<file path="src/rtl/cpu_mem_responder_if.sv">
// Purpose: CPU memory bus plus boot-loader byte stream, as seen by cpu_mem_responder.
// Latency: none (signal bundle only).
// Backpressure: loader side uses ld_valid/ld_ready; the CPU side has no stall.
// Ports: adr_bus/rd_mem/wr_mem/data_bus_in from the CPU, data_bus_out to the CPU,
//        ld_valid/ld_data/ld_last from the loader, ld_ready to it, cpu_run and
//        bus_err as status. "slave" is the responder's view, "master" the driver's.
interface cpu_mem_responder_if #(
    parameter int ADDR_W = 6,
    parameter int DATA_W = 8
);
    logic [ADDR_W-1:0] adr_bus;
    logic              rd_mem;
    logic              wr_mem;
    logic [DATA_W-1:0] data_bus_in;
    logic [DATA_W-1:0] data_bus_out;
    logic              ld_valid;
    logic [DATA_W-1:0] ld_data;
    logic              ld_last;
    logic              ld_ready;
    logic              cpu_run;
    logic              bus_err;

    modport slave (
        input  adr_bus, rd_mem, wr_mem, data_bus_in,
        input  ld_valid, ld_data, ld_last,
        output data_bus_out, ld_ready, cpu_run, bus_err
    );

    modport master (
        output adr_bus, rd_mem, wr_mem, data_bus_in,
        output ld_valid, ld_data, ld_last,
        input  data_bus_out, ld_ready, cpu_run, bus_err
    );
endinterface

</file>
<file path="src/rtl/cpu_mem_responder.sv">
// Purpose: program/data RAM behind the accumulator CPU, boot-loaded before the CPU is released.
// Latency: CPU read data one cycle after the rd_mem edge; writes land at the wr_mem edge.
// Backpressure: ld_ready is high only while loading; the CPU bus is never stalled.
// Ports: clk, reset (async active-low); bus (slave modport): CPU address/strobes/data,
//        loader valid/ready/data/last, cpu_run (CPU out of reset), bus_err (sticky
//        simultaneous rd_mem+wr_mem). LOAD_MAX must lie in 1..2**ADDR_W.
module cpu_mem_responder #(
    parameter int ADDR_W   = 6,
    parameter int DATA_W   = 8,
    parameter int LOAD_MAX = 64
) (
    input  logic                  clk,
    input  logic                  reset,
    cpu_mem_responder_if.slave    bus
);
    localparam int DEPTH = 2 ** ADDR_W;
    // Pointer value of the final byte the loader may send before a forced exit.
    localparam logic [ADDR_W:0] LAST_PTR = (ADDR_W + 1)'(LOAD_MAX - 1);
    localparam logic [ADDR_W:0] PTR_ONE  = (ADDR_W + 1)'(1);

    typedef enum logic {
        ST_LOAD = 1'b0,
        ST_RUN  = 1'b1
    } state_t;

    state_t            state_q, state_d;
    logic [ADDR_W:0]   ptr_q, ptr_d;
    logic              bus_err_q, bus_err_d;
    logic [DATA_W-1:0] dout_q;

    logic [DATA_W-1:0] mem [DEPTH];

    logic              mem_we;
    logic [ADDR_W-1:0] mem_waddr;
    logic [DATA_W-1:0] mem_wdata;
    logic              rd_en;

    // Next state, load pointer and the single RAM write port, shared between
    // the loader (LOAD) and CPU writes (RUN).
    always_comb begin
        state_d   = state_q;
        ptr_d     = ptr_q;
        bus_err_d = bus_err_q;
        mem_we    = 1'b0;
        mem_waddr = bus.adr_bus;
        mem_wdata = bus.data_bus_in;
        rd_en     = 1'b0;

        case (state_q)
            ST_LOAD: begin
                // ld_ready is constant-high here, so ld_valid alone marks a transfer.
                if (bus.ld_valid) begin
                    mem_we    = 1'b1;
                    mem_waddr = ptr_q[ADDR_W-1:0];
                    mem_wdata = bus.ld_data;
                    ptr_d     = ptr_q + PTR_ONE;
                    if (bus.ld_last || (ptr_q == LAST_PTR)) begin
                        state_d = ST_RUN;
                    end
                end
            end
            ST_RUN: begin
                case ({bus.rd_mem, bus.wr_mem})
                    2'b10:   rd_en     = 1'b1;
                    2'b01:   mem_we    = 1'b1;
                    // Conflicting strobes: no access at all, just flag it.
                    2'b11:   bus_err_d = 1'b1;
                    default: ;
                endcase
            end
        endcase
    end

    // RAM is deliberately outside the reset domain: contents survive reset so a
    // partial load is simply overwritten by the next one.
    always_ff @(posedge clk) begin
        if (mem_we) begin
            mem[mem_waddr] <= mem_wdata;
        end
    end

    always_ff @(posedge clk or negedge reset) begin
        if (!reset) begin
            state_q   <= ST_LOAD;
            ptr_q     <= '0;
            bus_err_q <= 1'b0;
            dout_q    <= '0;
        end else begin
            state_q   <= state_d;
            ptr_q     <= ptr_d;
            bus_err_q <= bus_err_d;
            if (rd_en) begin
                dout_q <= mem[bus.adr_bus];
            end
        end
    end

    // Both status outputs decode the single-bit state flop directly, so they
    // are glitch-free and change only at a clock edge or reset.
    assign bus.ld_ready     = (state_q == ST_LOAD);
    assign bus.cpu_run      = (state_q == ST_RUN);
    assign bus.bus_err      = bus_err_q;
    assign bus.data_bus_out = dout_q;
endmodule

</file>
<file path="src/flat_wrapper.sv">
// flat-port wrapper written by rule: the top's interface ports become plain ports
module cpu_mem_responder_flat 
#(
    parameter int ADDR_W   = 6,
    parameter int DATA_W   = 8,
    parameter int LOAD_MAX = 64
)
  (clk, reset, bus_adr_bus, bus_rd_mem, bus_wr_mem, bus_data_bus_in, bus_ld_valid, bus_ld_data, bus_ld_last, bus_data_bus_out, bus_ld_ready, bus_cpu_run, bus_bus_err);
  cpu_mem_responder_if #(.ADDR_W(ADDR_W), .DATA_W(DATA_W)) bus_i ();
  input  logic clk;
  input  logic reset;
  input wire logic [$bits(bus_i.adr_bus)-1:0] bus_adr_bus;
  input wire logic [$bits(bus_i.rd_mem)-1:0] bus_rd_mem;
  input wire logic [$bits(bus_i.wr_mem)-1:0] bus_wr_mem;
  input wire logic [$bits(bus_i.data_bus_in)-1:0] bus_data_bus_in;
  input wire logic [$bits(bus_i.ld_valid)-1:0] bus_ld_valid;
  input wire logic [$bits(bus_i.ld_data)-1:0] bus_ld_data;
  input wire logic [$bits(bus_i.ld_last)-1:0] bus_ld_last;
  output wire logic [$bits(bus_i.data_bus_out)-1:0] bus_data_bus_out;
  output wire logic [$bits(bus_i.ld_ready)-1:0] bus_ld_ready;
  output wire logic [$bits(bus_i.cpu_run)-1:0] bus_cpu_run;
  output wire logic [$bits(bus_i.bus_err)-1:0] bus_bus_err;
  assign bus_i.adr_bus = bus_adr_bus;
  assign bus_i.rd_mem = bus_rd_mem;
  assign bus_i.wr_mem = bus_wr_mem;
  assign bus_i.data_bus_in = bus_data_bus_in;
  assign bus_i.ld_valid = bus_ld_valid;
  assign bus_i.ld_data = bus_ld_data;
  assign bus_i.ld_last = bus_ld_last;
  assign bus_data_bus_out = bus_i.data_bus_out;
  assign bus_ld_ready = bus_i.ld_ready;
  assign bus_cpu_run = bus_i.cpu_run;
  assign bus_bus_err = bus_i.bus_err;
  cpu_mem_responder #(.ADDR_W(ADDR_W), .DATA_W(DATA_W), .LOAD_MAX(LOAD_MAX)) u_core (.clk(clk), .reset(reset), .bus(bus_i));
endmodule
</file>
<file path="config.mk">
export PLATFORM = sky130hd
export DESIGN_NAME = cpu_mem_responder_flat
export DESIGN_NICKNAME = d
export VERILOG_FILES = /design/src/rtl/cpu_mem_responder_if.sv /design/src/rtl/cpu_mem_responder.sv /design/src/flat_wrapper.sv
export SDC_FILE = /design/constraint.sdc
export NUM_CORES = 1
export LEC_CHECK = 0
export BUFFER_PORTS_ARGS = -buffer_cell sky130_fd_sc_hd__buf_2
export CORE_ASPECT_RATIO = 1.25
export CORE_MARGIN = 4
export CORE_UTILIZATION = 40
export DETAILED_ROUTE_END_ITERATION = 8
export GPL_TIMING_DRIVEN = 1
export PLACE_DENSITY = 0.51
export SYNTH_ARGS = -nofsm -noshare
export SYNTH_HDL_FRONTEND = slang
export SYNTH_SLANG_ARGS = --single-unit
</file>
<file path="constraint.sdc">
create_clock -name clk -period 2.85 [get_ports clk]
set_input_delay 0.7125 -clock clk [delete_from_list [all_inputs] [get_ports clk]]
set_output_delay 0.7125 -clock clk [all_outputs]
set_load 0.005 [all_outputs]
</file>
After elaboration in Yosys (flattened, before gate mapping)
Memories as Yosys holds them, arrays and structs flattened. A register that Yosys moved wholly into a read port is not among the register bits.
Cells that the tools add are included.
{ "classes": {"eq_ne": 4, "add_sub_neg": 1, "reduce_logical": 4, "muxes": 14, "bitwise_logic": 1} }
{ "op_table": {"columns": ["cell", "count"], "rows": [
  ["$mux W8", 2],
  ["$mux W6", 2],
  ["$mux W1", 9],
  ["$add A7 B1 Y7 const B", 1],
  ["$eq A7 B6 Y1 const B", 1],
  ["$eq A2 B2 Y1 const B", 2],
  ["$reduce_and A2 Y1", 2],
  ["$eq A2 B1 Y1 const B", 1],
  ["$pmux W1 S2", 1],
  ["$logic_not A1 Y1", 1],
  ["$logic_or A1 B1 Y1", 1],
  ["$not A1 Y1", 1]
]} }
{ "totals": {"memories": 1, "wordCells": 28, "mem_bits_rw": 512, "regBits": 9} }
{ "mem_list": {"columns": ["memory", "depth", "word_bits", "read_ports", "rd_ports_with_merged_regs", "wr", "line_no", "source"], "rows": [
  ["u_core.mem", 64, 8, 1, 1, 1, "cpu_mem_responder.sv:31", "logic [DATA_W-1:0] mem [DEPTH];"]
]} }

Depth between registers and ports, before layout
Gate-level depths: netlist of run 1.
{ "logic_depth": {"word_depth": 5, "ltp_mapped": 11, "ltp_nobuf": 6} }

Worst setup path after synthesis of run 1
No wires, ideal clock.
{ "synth_timing": {"path_kind": "input -> register", "from": "in bus_adr_bus[2]", "to": "mem u_core.mem[40][0], enable pin", "cell_stages": 7, "t_arrival_ns": 2.359, "slack_ns": 0.120, "setup_time_ns": 0.370, "cell_sequence": "buf_4 > buf_2 > clkbuf_1 > or3_1 > o31ai_1 > nand2_1 > nor2_1"} }
{ "synth_via": {"elab_chain_cells": 2} }
{ "synth_rtl": {"columns": ["item", "line_no", "source"], "rows": [
  ["from (decl)", "flat_wrapper.sv:12", "input wire logic [$bits(bus_i.adr_bus)-1:0] bus_adr_bus;"],
  ["$mux W6", "cpu_mem_responder.sv:52", "if (bus.ld_valid) begin"],
  ["$mux W6 (*)", "cpu_mem_responder.sv:49", "case (state_q)"],
  ["to (decl)", "cpu_mem_responder.sv:31", null]
]} }
Mark *: on every way between the ends. The rest lies on a longest branch, timed or not.

Worst setup path in the final report of run 1
{ "layout_timing": {"from": "reg u_core.state_q (netlist: u_core.bus.cpu_run)", "to": "mem u_core.mem[60][4], enable pin"} }
{ "layout_via": {"elab_chain_cells": 4} }
{ "layout_rtl": {"columns": ["item", "line_no", "source"], "rows": [
  ["from (decl)", "cpu_mem_responder.sv:26", "state_t state_q, state_d;"],
  ["from (signal assigned)", "cpu_mem_responder.sv:89", "state_q <= state_d;"],
  ["$not A1 Y1 (no source line)", null, null],
  ["$pmux W1 S2", "cpu_mem_responder.sv:49", null],
  ["$mux W1", "cpu_mem_responder.sv:77", "if (mem_we) begin"],
  ["$mux W1 (implied by the code)", "cpu_mem_responder.sv:78", "mem[mem_waddr] <= mem_wdata;"]
]} }
Several ways; a longest one is shown, not always the timed one.

==> run summary, run 1 <==
Pwr/cell area: 656 nW/um2
Mean Syn Cell Area: 18.5 um2
Final-layout worst hold slack: 0.102 ns
Run status: finished clean
Top Ports: 39
FF-to-FF Start: u_core.bus.cpu_run$_DFF_PN0_
Leading cell types by count after synthesis: sky130_fd_sc_hd__edfxtp_1 (512), sky130_fd_sc_hd__mux2i_1 (138), sky130_fd_sc_hd__nand2_1 (67), sky130_fd_sc_hd__nor2_1 (67), sky130_fd_sc_hd__a22oi_1 (56)
Achievable frequency: 384 MHz
Required time at the worst-slack endpoint: 3.13 ns
Post-CTS repair timing setup buffer count: 0
Type of destination of the critical path: register
Worst-margin pin slew: 0.875 ns
Die extent in x: 213 um
Cell type contributing the most total cell area after synthesis: sky130_fd_sc_hd__edfxtp_1
Max Root-Sink Buffers: 3
Combined global-route utilization of all metal layers: 0.184
Area growth from synthesis to final layout: 18.2%
Share of the clock period used by the worst path after layout: 0.913
Data arrival time at the worst-slack endpoint: 2.88 ns
Final cell count without fillers: 2022
Minimum setup slack among reg-to-reg paths: 0.25 ns
Ant. Diodes: 0
TritonCTS clock tree: yes
Part of the power in the clock network: 0.416
Rows: 93
Headroom to the max-slew limit: 0.415
RSZ-0062 raised after global routing: false
Global-route congestion overflow total: 0
Fraction of layout cells with a size suffix above 1: 0.246
Number of buffers added to fix hold violations after cts: 0
Global-route wire length before repair: 75500 um
Number of gates resized after cts: 0
Number of flops mapped to enable cells by yosys: 512
Std-Cell Core Area: 51800 um2
RePlAce Congestion: 0.777
HPWL after detailed placement: 33200 um
Post-route worst setup slack: 0.249 ns
Count of pins over their slew limit: 0
Residual antenna-violating net count after detailed routing: 0
Clock root cell: sky130_fd_sc_hd__clkbuf_16
DR WL/cell: 25.7 um
Total vias in the final route: 11006
Switching power: 3.50 mW
Layout Skew: 0.0373 ns
Clock Pin Slew Worst Setup and Hold Paths: 0.07 ns
Number of antenna violations at the first check in global routing: 2
Gate power share: 0.057
Largest stage delay on the critical path: 0.48 ns
Reg2reg end: u_core.mem[60][4]$_DFFE_PP_
Detailed router's first-iteration violation count: 820
Count of input and output buffers: 38
Setup TNS: 0 ns
CTS H-tree lvls: 2
Maximum ir drop on the vdd rail: 0.528 mV
Category of the critical setup timing path: reg -> reg
Final non-filler cell area: 24900 um2
Clk sink count: 529
Most frequent cell after synthesis: sky130_fd_sc_hd__edfxtp_1
Part of the power in registers: 0.527
Area share of the leading cell type in the synthesized netlist: 0.730
Number of synthesized register bits: 529
Standard cell with the maximum stage delay on the critical path: sky130_fd_sc_hd__dfrtp_1
Design internal power: 12.8 mW
Area of the mapped netlist: 21000 um2
Effective utilization at floorplan: 0.406
Startpoint types: register
FF-to-FF path depth: 7
Library cells used by synthesis: 40
Minimum period implied by the final worst setup slack: 2.60 ns
Inst Count DP: 1925
Ordered cell list for the critical path: inv_1 > nand2_1 > buf_4 > o21ai_0 > nand2_1 > nor2_1 > buf_4
Critical Path Fanout Max: 8
Worst slack, placed: 0.0511 ns
Setup Viol. Count Final: 0
Total nets after synthesis: 1169
Clk Latency, worst-skew pair: 0.60 ns
Post-synth top flop: sky130_fd_sc_hd__edfxtp_1
Height of the chip: 264 um
Length of the first detailed-routing pass in iterations: 5
Clock buffers created by TritonCTS: 53
Most area-consuming cells after synthesis: sky130_fd_sc_hd__edfxtp_1 (73%), sky130_fd_sc_hd__mux2i_1 (6.6%), sky130_fd_sc_hd__mux4_2 (5.5%)
Sequential share of the synthesized area: 0.751
Maximum number of pins on one net before global-route repair: 65
Area of the die: 56400 um2
Warnings, synthesis: 0
Routed wire length: 51900 um
DRC violations left: 0
Worst min-delay path class: in -> async
Crit path buffers/inverters: 3
Per-cell via count in the routed design: 5.44
Switching Fraction: 0.215
Placed cell area: 23200 um2
Vias in the first global route: 11070
Number of violations of the max-capacitance limit: 0
Crit-path leading delay family: simple AND/OR/NAND/NOR gates
Net count reported at finish: 1344
Proportion of synthesized flip-flops having asynchronous set or reset: 0.0321
Gate Count Post-Synth: 1140
Leakage: 8.54 nW
Hold Fails Final Rpt: 0
-- per-layer routing --
metal | global-route usage | wire length (um) | up-vias
met2 | 0.302 | 25800 | 278
li1 | - | - | 4937
met4 | 0.0351 | 749 | 0
met1 | 0.261 | 22600 | 5739
met5 | 0 | 0 | -
met3 | 0.0336 | 2780 | 52
-- final cells by class --
cell class	instances	area, um2
fill	4336	26900
clock buffer	62	1360
tap	665	832
timing repair buffer	185	1620
inverter	2	7.51
clock inverter	35	313
multi-input combinational	544	4940
sequential	529	15800
-- worst max path at each step --
stage                                             from                                endpoint  slack (ns)  depth (start not counted)
after floorplan                         bus_adr_bus[2]             u_core.mem[40][0]$_DFFE_PP_        0.12                          7
after global placement                  bus_adr_bus[0]  u_core.bus.data_bus_out[5]$_DFFE_PN0P_        0.07                          8
after detailed placement                bus_adr_bus[0]  u_core.bus.data_bus_out[5]$_DFFE_PN0P_        0.05                          8
after CTS                 u_core.bus.cpu_run$_DFF_PN0_             u_core.mem[60][4]$_DFFE_PP_        0.27                          7
after global routing      u_core.bus.cpu_run$_DFF_PN0_             u_core.mem[60][3]$_DFFE_PP_        0.04                          7
final                     u_core.bus.cpu_run$_DFF_PN0_             u_core.mem[60][4]$_DFFE_PP_        0.25                          7
-- stage by stage --
step / power (mW) / utilization
global route: 16.9 / 0.480
global placement: 9.71 / 0.448
detailed placement: 9.71 / 0.448
floorplan: 9.25 / -
CTS: 16.5 / 0.480
finish: 16.3 / 0.480
-- power by group through the flow --
stage | Combinational (mW) | Clock (mW) | Sequential, mW
after floorplan | 0.505 | 0 | 8.75
after global placement | 0.939 | 0 | 8.77
after CTS | 0.948 | 6.94 | 8.60
after global routing | 0.999 | 7.28 | 8.60
final | 0.931 | 6.78 | 8.60
after detailed placement | 0.945 | 0 | 8.76
-- layout by cell type (no fill, tap or decap), types with 3 or more instances in the layout --
cell / synthesis / layout
sky130_fd_sc_hd__nand3b_1: 3 / 3
sky130_fd_sc_hd__dfrtp_1: 17 / 17
sky130_fd_sc_hd__nand3_1: 37 / 37
sky130_fd_sc_hd__nand2_2: 0 / 8
sky130_fd_sc_hd__nor2b_1: 6 / 3
sky130_fd_sc_hd__edfxtp_1: 512 / 512
sky130_fd_sc_hd__clkbuf_16: 0 / 53
sky130_fd_sc_hd__buf_12: 0 / 25
sky130_fd_sc_hd__clkinv_2: 0 / 12
sky130_fd_sc_hd__o21ai_0: 6 / 6
sky130_fd_sc_hd__xnor2_1: 3 / 3
sky130_fd_sc_hd__buf_2: 23 / 36
sky130_fd_sc_hd__bufinv_16: 0 / 5
sky130_fd_sc_hd__nand2b_1: 4 / 4
sky130_fd_sc_hd__a41oi_1: 8 / 8
sky130_fd_sc_hd__o21ai_1: 9 / 9
sky130_fd_sc_hd__a22oi_1: 56 / 56
sky130_fd_sc_hd__a21oi_1: 26 / 26
sky130_fd_sc_hd__nor2b_2: 0 / 3
sky130_fd_sc_hd__xor2_1: 3 / 3
sky130_fd_sc_hd__o22ai_1: 8 / 8
sky130_fd_sc_hd__or3_1: 3 / 3
sky130_fd_sc_hd__nor2_1: 67 / 66
sky130_fd_sc_hd__clkinv_1: 0 / 12
sky130_fd_sc_hd__mux4_2: 51 / 51
sky130_fd_sc_hd__mux4_1: 21 / 21
sky130_fd_sc_hd__mux2i_1: 138 / 138
sky130_fd_sc_hd__buf_4: 6 / 123
sky130_fd_sc_hd__nand2_1: 67 / 59
sky130_fd_sc_hd__mux2_2: 8 / 8
sky130_fd_sc_hd__clkinvlp_4: 0 / 5
sky130_fd_sc_hd__clkbuf_1: 28 / 9
sky130_fd_sc_hd__nor3_1: 4 / 4
-- cells by family (layout without fill, tap and decap cells) --
kind of cell	count (synthesis)	after routing	synth area share
simple gates	197	197	0.0405
mux	218	218	0.151
buf+inv	67	284	0.0162
fa+ha+maj	1	1	0.000594
compound gates	122	122	0.0389
flops	529	529	0.751
xor+xnor	6	6	0.00250
-- flip-flops by register name, summed over array words and instances, names as in the netlist --
name                     flops
u_core.mem                 512
u_core.bus.data_bus_out      8
u_core.ptr_q                 7
u_core.bus.bus_err           1
u_core.bus.cpu_run           1
Note: power is estimated with default switching activity, not from simulation.
==> inputs of run 2 (changes only) <==
--- a/config.mk
+++ b/config.mk
@@ -10,6 +10,6 @@
 export CORE_MARGIN = 4
-export CORE_UTILIZATION = 40
+export CORE_UTILIZATION = 41
 export DETAILED_ROUTE_END_ITERATION = 8
 export GPL_TIMING_DRIVEN = 1
-export PLACE_DENSITY = 0.51
+export PLACE_DENSITY = 0.52
 export SYNTH_ARGS = -nofsm -noshare
==> constraint.sdc (replaced) <==
create_clock -name clk -period 2.85 [get_ports clk]
set_input_delay 0.1425 -clock clk [delete_from_list [all_inputs] [get_ports clk]]
set_output_delay 0.1425 -clock clk [all_outputs]
set_load 0.005 [all_outputs]
==> run 2 against run 1 <==
Sequential share of layout area increased by 0.72 points; first-iteration DRC count is 0.61% higher; register-to-register slack better by 0.10 ns; cell count is 1.7% lower; global-route usage hardly changed; total power is 0.74% higher; final area fell by 1.1%; sequential power about the same; fmax increased by 4.1%; flip-flop and latch count unchanged; non-clock buffer count fell by 22; clock power up 3%.
==> run summary, run 2 (same netlist as run 1, synthesis figures left out) <==
Max reg flops: 512 (unchanged)
Standard cell with the maximum stage delay on the critical path: sky130_fd_sc_hd__o21ai_1
Combined global-route utilization of all metal layers: 0.184 (about the same)
CTS H-tree lvls: 2 (unchanged)
FF-to-FF path depth: 6 (-1)
Area of the die: 55000 um2 (-2.4%)
Hold Fails Final Rpt: 0 (unchanged)
Crit-path leading delay family: compound AO/OA/AOI/OAI gates
Detailed router's first-iteration violation count: 825 (+0.61%)
Headroom to the max-slew limit: 0.339 (-0.0766)
Number of violations of the max-capacitance limit: 0 (unchanged)
DRC violations left: 0 (unchanged)
Global-route wire length before repair: 74900 um (-0.78%)
RePlAce Congestion: 0.799 (+2.8%)
Residual antenna-violating net count after detailed routing: 0 (unchanged)
Reg2reg end: u_core.mem[51][7]$_DFFE_PP_
RSZ-0062 raised after global routing: false
Fraction of layout cells with a size suffix above 1: 0.228 (-0.0183)
TritonCTS clock tree: yes
Area growth from synthesis to final layout: 16.8%
Ordered cell list for the critical path: nor2b_2 > buf_4 > nor3b_1 > o21ai_1 > nor2_1 > buf_4
Data arrival time at the worst-slack endpoint: 2.84 ns (-0.04 ns)
Maximum ir drop on the vdd rail: 0.513 mV (-2.7%)
Share of the clock period used by the worst path after layout: 0.877 (-0.0359)
Pwr/cell area: 668 nW/um2 (+1.9%)
Worst min-delay path class: in -> async
Vias in the first global route: 11130 (+0.54%)
Max Root-Sink Buffers: 3 (unchanged)
Length of the first detailed-routing pass in iterations: 5 (unchanged)
Std-Cell Core Area: 50600 um2 (-2.2%)
End point of the critical path: u_core.mem[51][7]$_DFFE_PP_
Category of the critical setup timing path: reg -> reg
Commonest non-fill, non-tap cells in the layout: sky130_fd_sc_hd__edfxtp_1 (512), sky130_fd_sc_hd__mux2i_1 (138), sky130_fd_sc_hd__buf_4 (109), sky130_fd_sc_hd__nor2_1 (66), sky130_fd_sc_hd__nand2_1 (59)
Routed wire length: 50300 um (-3.2%)
Count of pins over their slew limit: 0 (unchanged)
Clk Latency, worst-skew pair: 0.60 ns (about the same)
Required time at the worst-slack endpoint: 3.19 ns (+0.06 ns)
Global-route congestion overflow total: 0 (unchanged)
Die extent in x: 211 um (-1.2%)
Effective utilization at floorplan: 0.416 (+0.00909)
Run status: finished clean
Maximum number of pins on one net before global-route repair: 65 (unchanged)
Post-CTS repair timing setup buffer count: 0 (unchanged)
Setup TNS: 0 ns (unchanged)
Number of logic stages on the critical path including buffering: 6 (-1)
Critical Path Fanout Max: 14 (+6)
Worst-margin pin slew: 0.986 ns (+0.111 ns)
Rows: 92 (-1.1%)
Top Ports: 39 (unchanged)
Clock buffers created by TritonCTS: 51 (-3.8%)
Number of antenna violations at the first check in global routing: 3 (+1)
Clock root cell: sky130_fd_sc_hd__clkbuf_16
Net count reported at finish: 1320 (-1.8%)
Achievable frequency: 400 MHz (+4.1%)
Clk sink count: 529 (unchanged)
Most frequent cell on the critical path: sky130_fd_sc_hd__buf_4
Count of input and output buffers: 38 (unchanged)
Pwr Total: 16.4 mW (+0.74%)
DR WL/cell: 25.3 um (-1.5%)
Leakage: 8.39 nW (-1.7%)
Per-cell via count in the routed design: 5.44 (about the same)
Ant. Diodes: 0 (unchanged)
Clock Pin Slew Worst Setup and Hold Paths: 0.07 ns (about the same)
Crit path buffers/inverters: 2 (-1)
FF-to-FF Start: u_core.bus.cpu_run$_DFF_PN0_
Layout Skew: 0.0256 ns (-0.0117 ns)
Type of destination of the critical path: register
HPWL after detailed placement: 32800 um (-1.2%)
Largest stage delay on the critical path: 0.78 ns (+0.30 ns)
Register bank with the most flops: u_core.mem
Setup Viol. Count Final: 0 (unchanged)
Minimum setup slack among reg-to-reg paths: 0.35 ns (+0.10 ns)
Leading cell type in the layout, fill and taps excluded: sky130_fd_sc_hd__edfxtp_1
Startpoint types: register
Minimum period implied by the final worst setup slack: 2.50 ns (-0.102 ns)
Total vias in the final route: 10811 (-1.8%)
Source of the critical timing path: u_core.bus.cpu_run$_DFF_PN0_
Height of the chip: 261 um (-1.2%)
## run 2: cell count changes in the layout (fill, tap and decap cells not counted), sizes merged
cell | before | now
clkinv | 24 | 16
dlygate4sd3 | 0 | 5
buf | 185 | 158
clkbuf | 62 | 65
bufinv | 5 | 8
clkinvlp | 5 | 2
## run 2: worst min-delay path by stage
stage | start | end | slack (ns) | cells after the start
CTS | reset | u_core.bus.data_bus_out[6]$_DFFE_PN0P_ | 0.03 | 2
floorplan | reset | u_core.bus.bus_err$_DFFE_PN0P_ | -0.15 | 0
global route | reset | u_core.bus.cpu_run$_DFF_PN0_ | 0.06 | 2
detailed placement | reset | u_core.ptr_q[0]$_DFFE_PN0P_ | 0.11 | 1
finish | reset | u_core.bus.cpu_run$_DFF_PN0_ | 0.05 | 2
global placement | reset | u_core.ptr_q[0]$_DFFE_PN0P_ | 0.10 | 1
## run 2: per-layer routing
metal,part of all wire,GRT usage
met5,0.00068,0
met4,0.028,0.0555
met3,0.051,0.0363
met2,0.50,0.307
met1,0.42,0.247
## run 2: through the flow
step	cell area [um2]	hold WS (ns)	util	setup slack, ns	instances
6_report	24600	0.0508	0.485	0.351	1988
5_1_grt	24600	0.0560	0.485	0.206	1988
4_1_cts	24600	0.0339	0.485	0.361	1988
3_5_place_dp	22800	0.109	0.451	0.0918	1891
3_3_place_gp	22800	0.104	0.451	0.0719	1891
2_1_floorplan	21000	-0.153	-	0.395	1140
## run 2: report_power, final
part | total, mW | internal (mW) | switching, mW
combinational | 0.891 | 0.345 | 0.546
sequential | 8.60 | 8.56 | 0.0324
clock | 6.95 | 4.12 | 2.82
## run 2: area by class of cell
cell class                 instances  area [um2]
multi-input combinational        544        4940
timing repair buffer             163        1300
clock buffer                      65        1370
inverter                           2        7.51
clock inverter                    27         345
tap                              658         823
sequential                       529       15800
fill                            4233       26100
## run 2: repair_timing
action | 4_1_cts | 5_1_grt
resized for setup | 0 | 0
hold buffers | 5 | 0
hold endpoints to repair | 19 | 0
setup endpoints to repair | 0 | 0
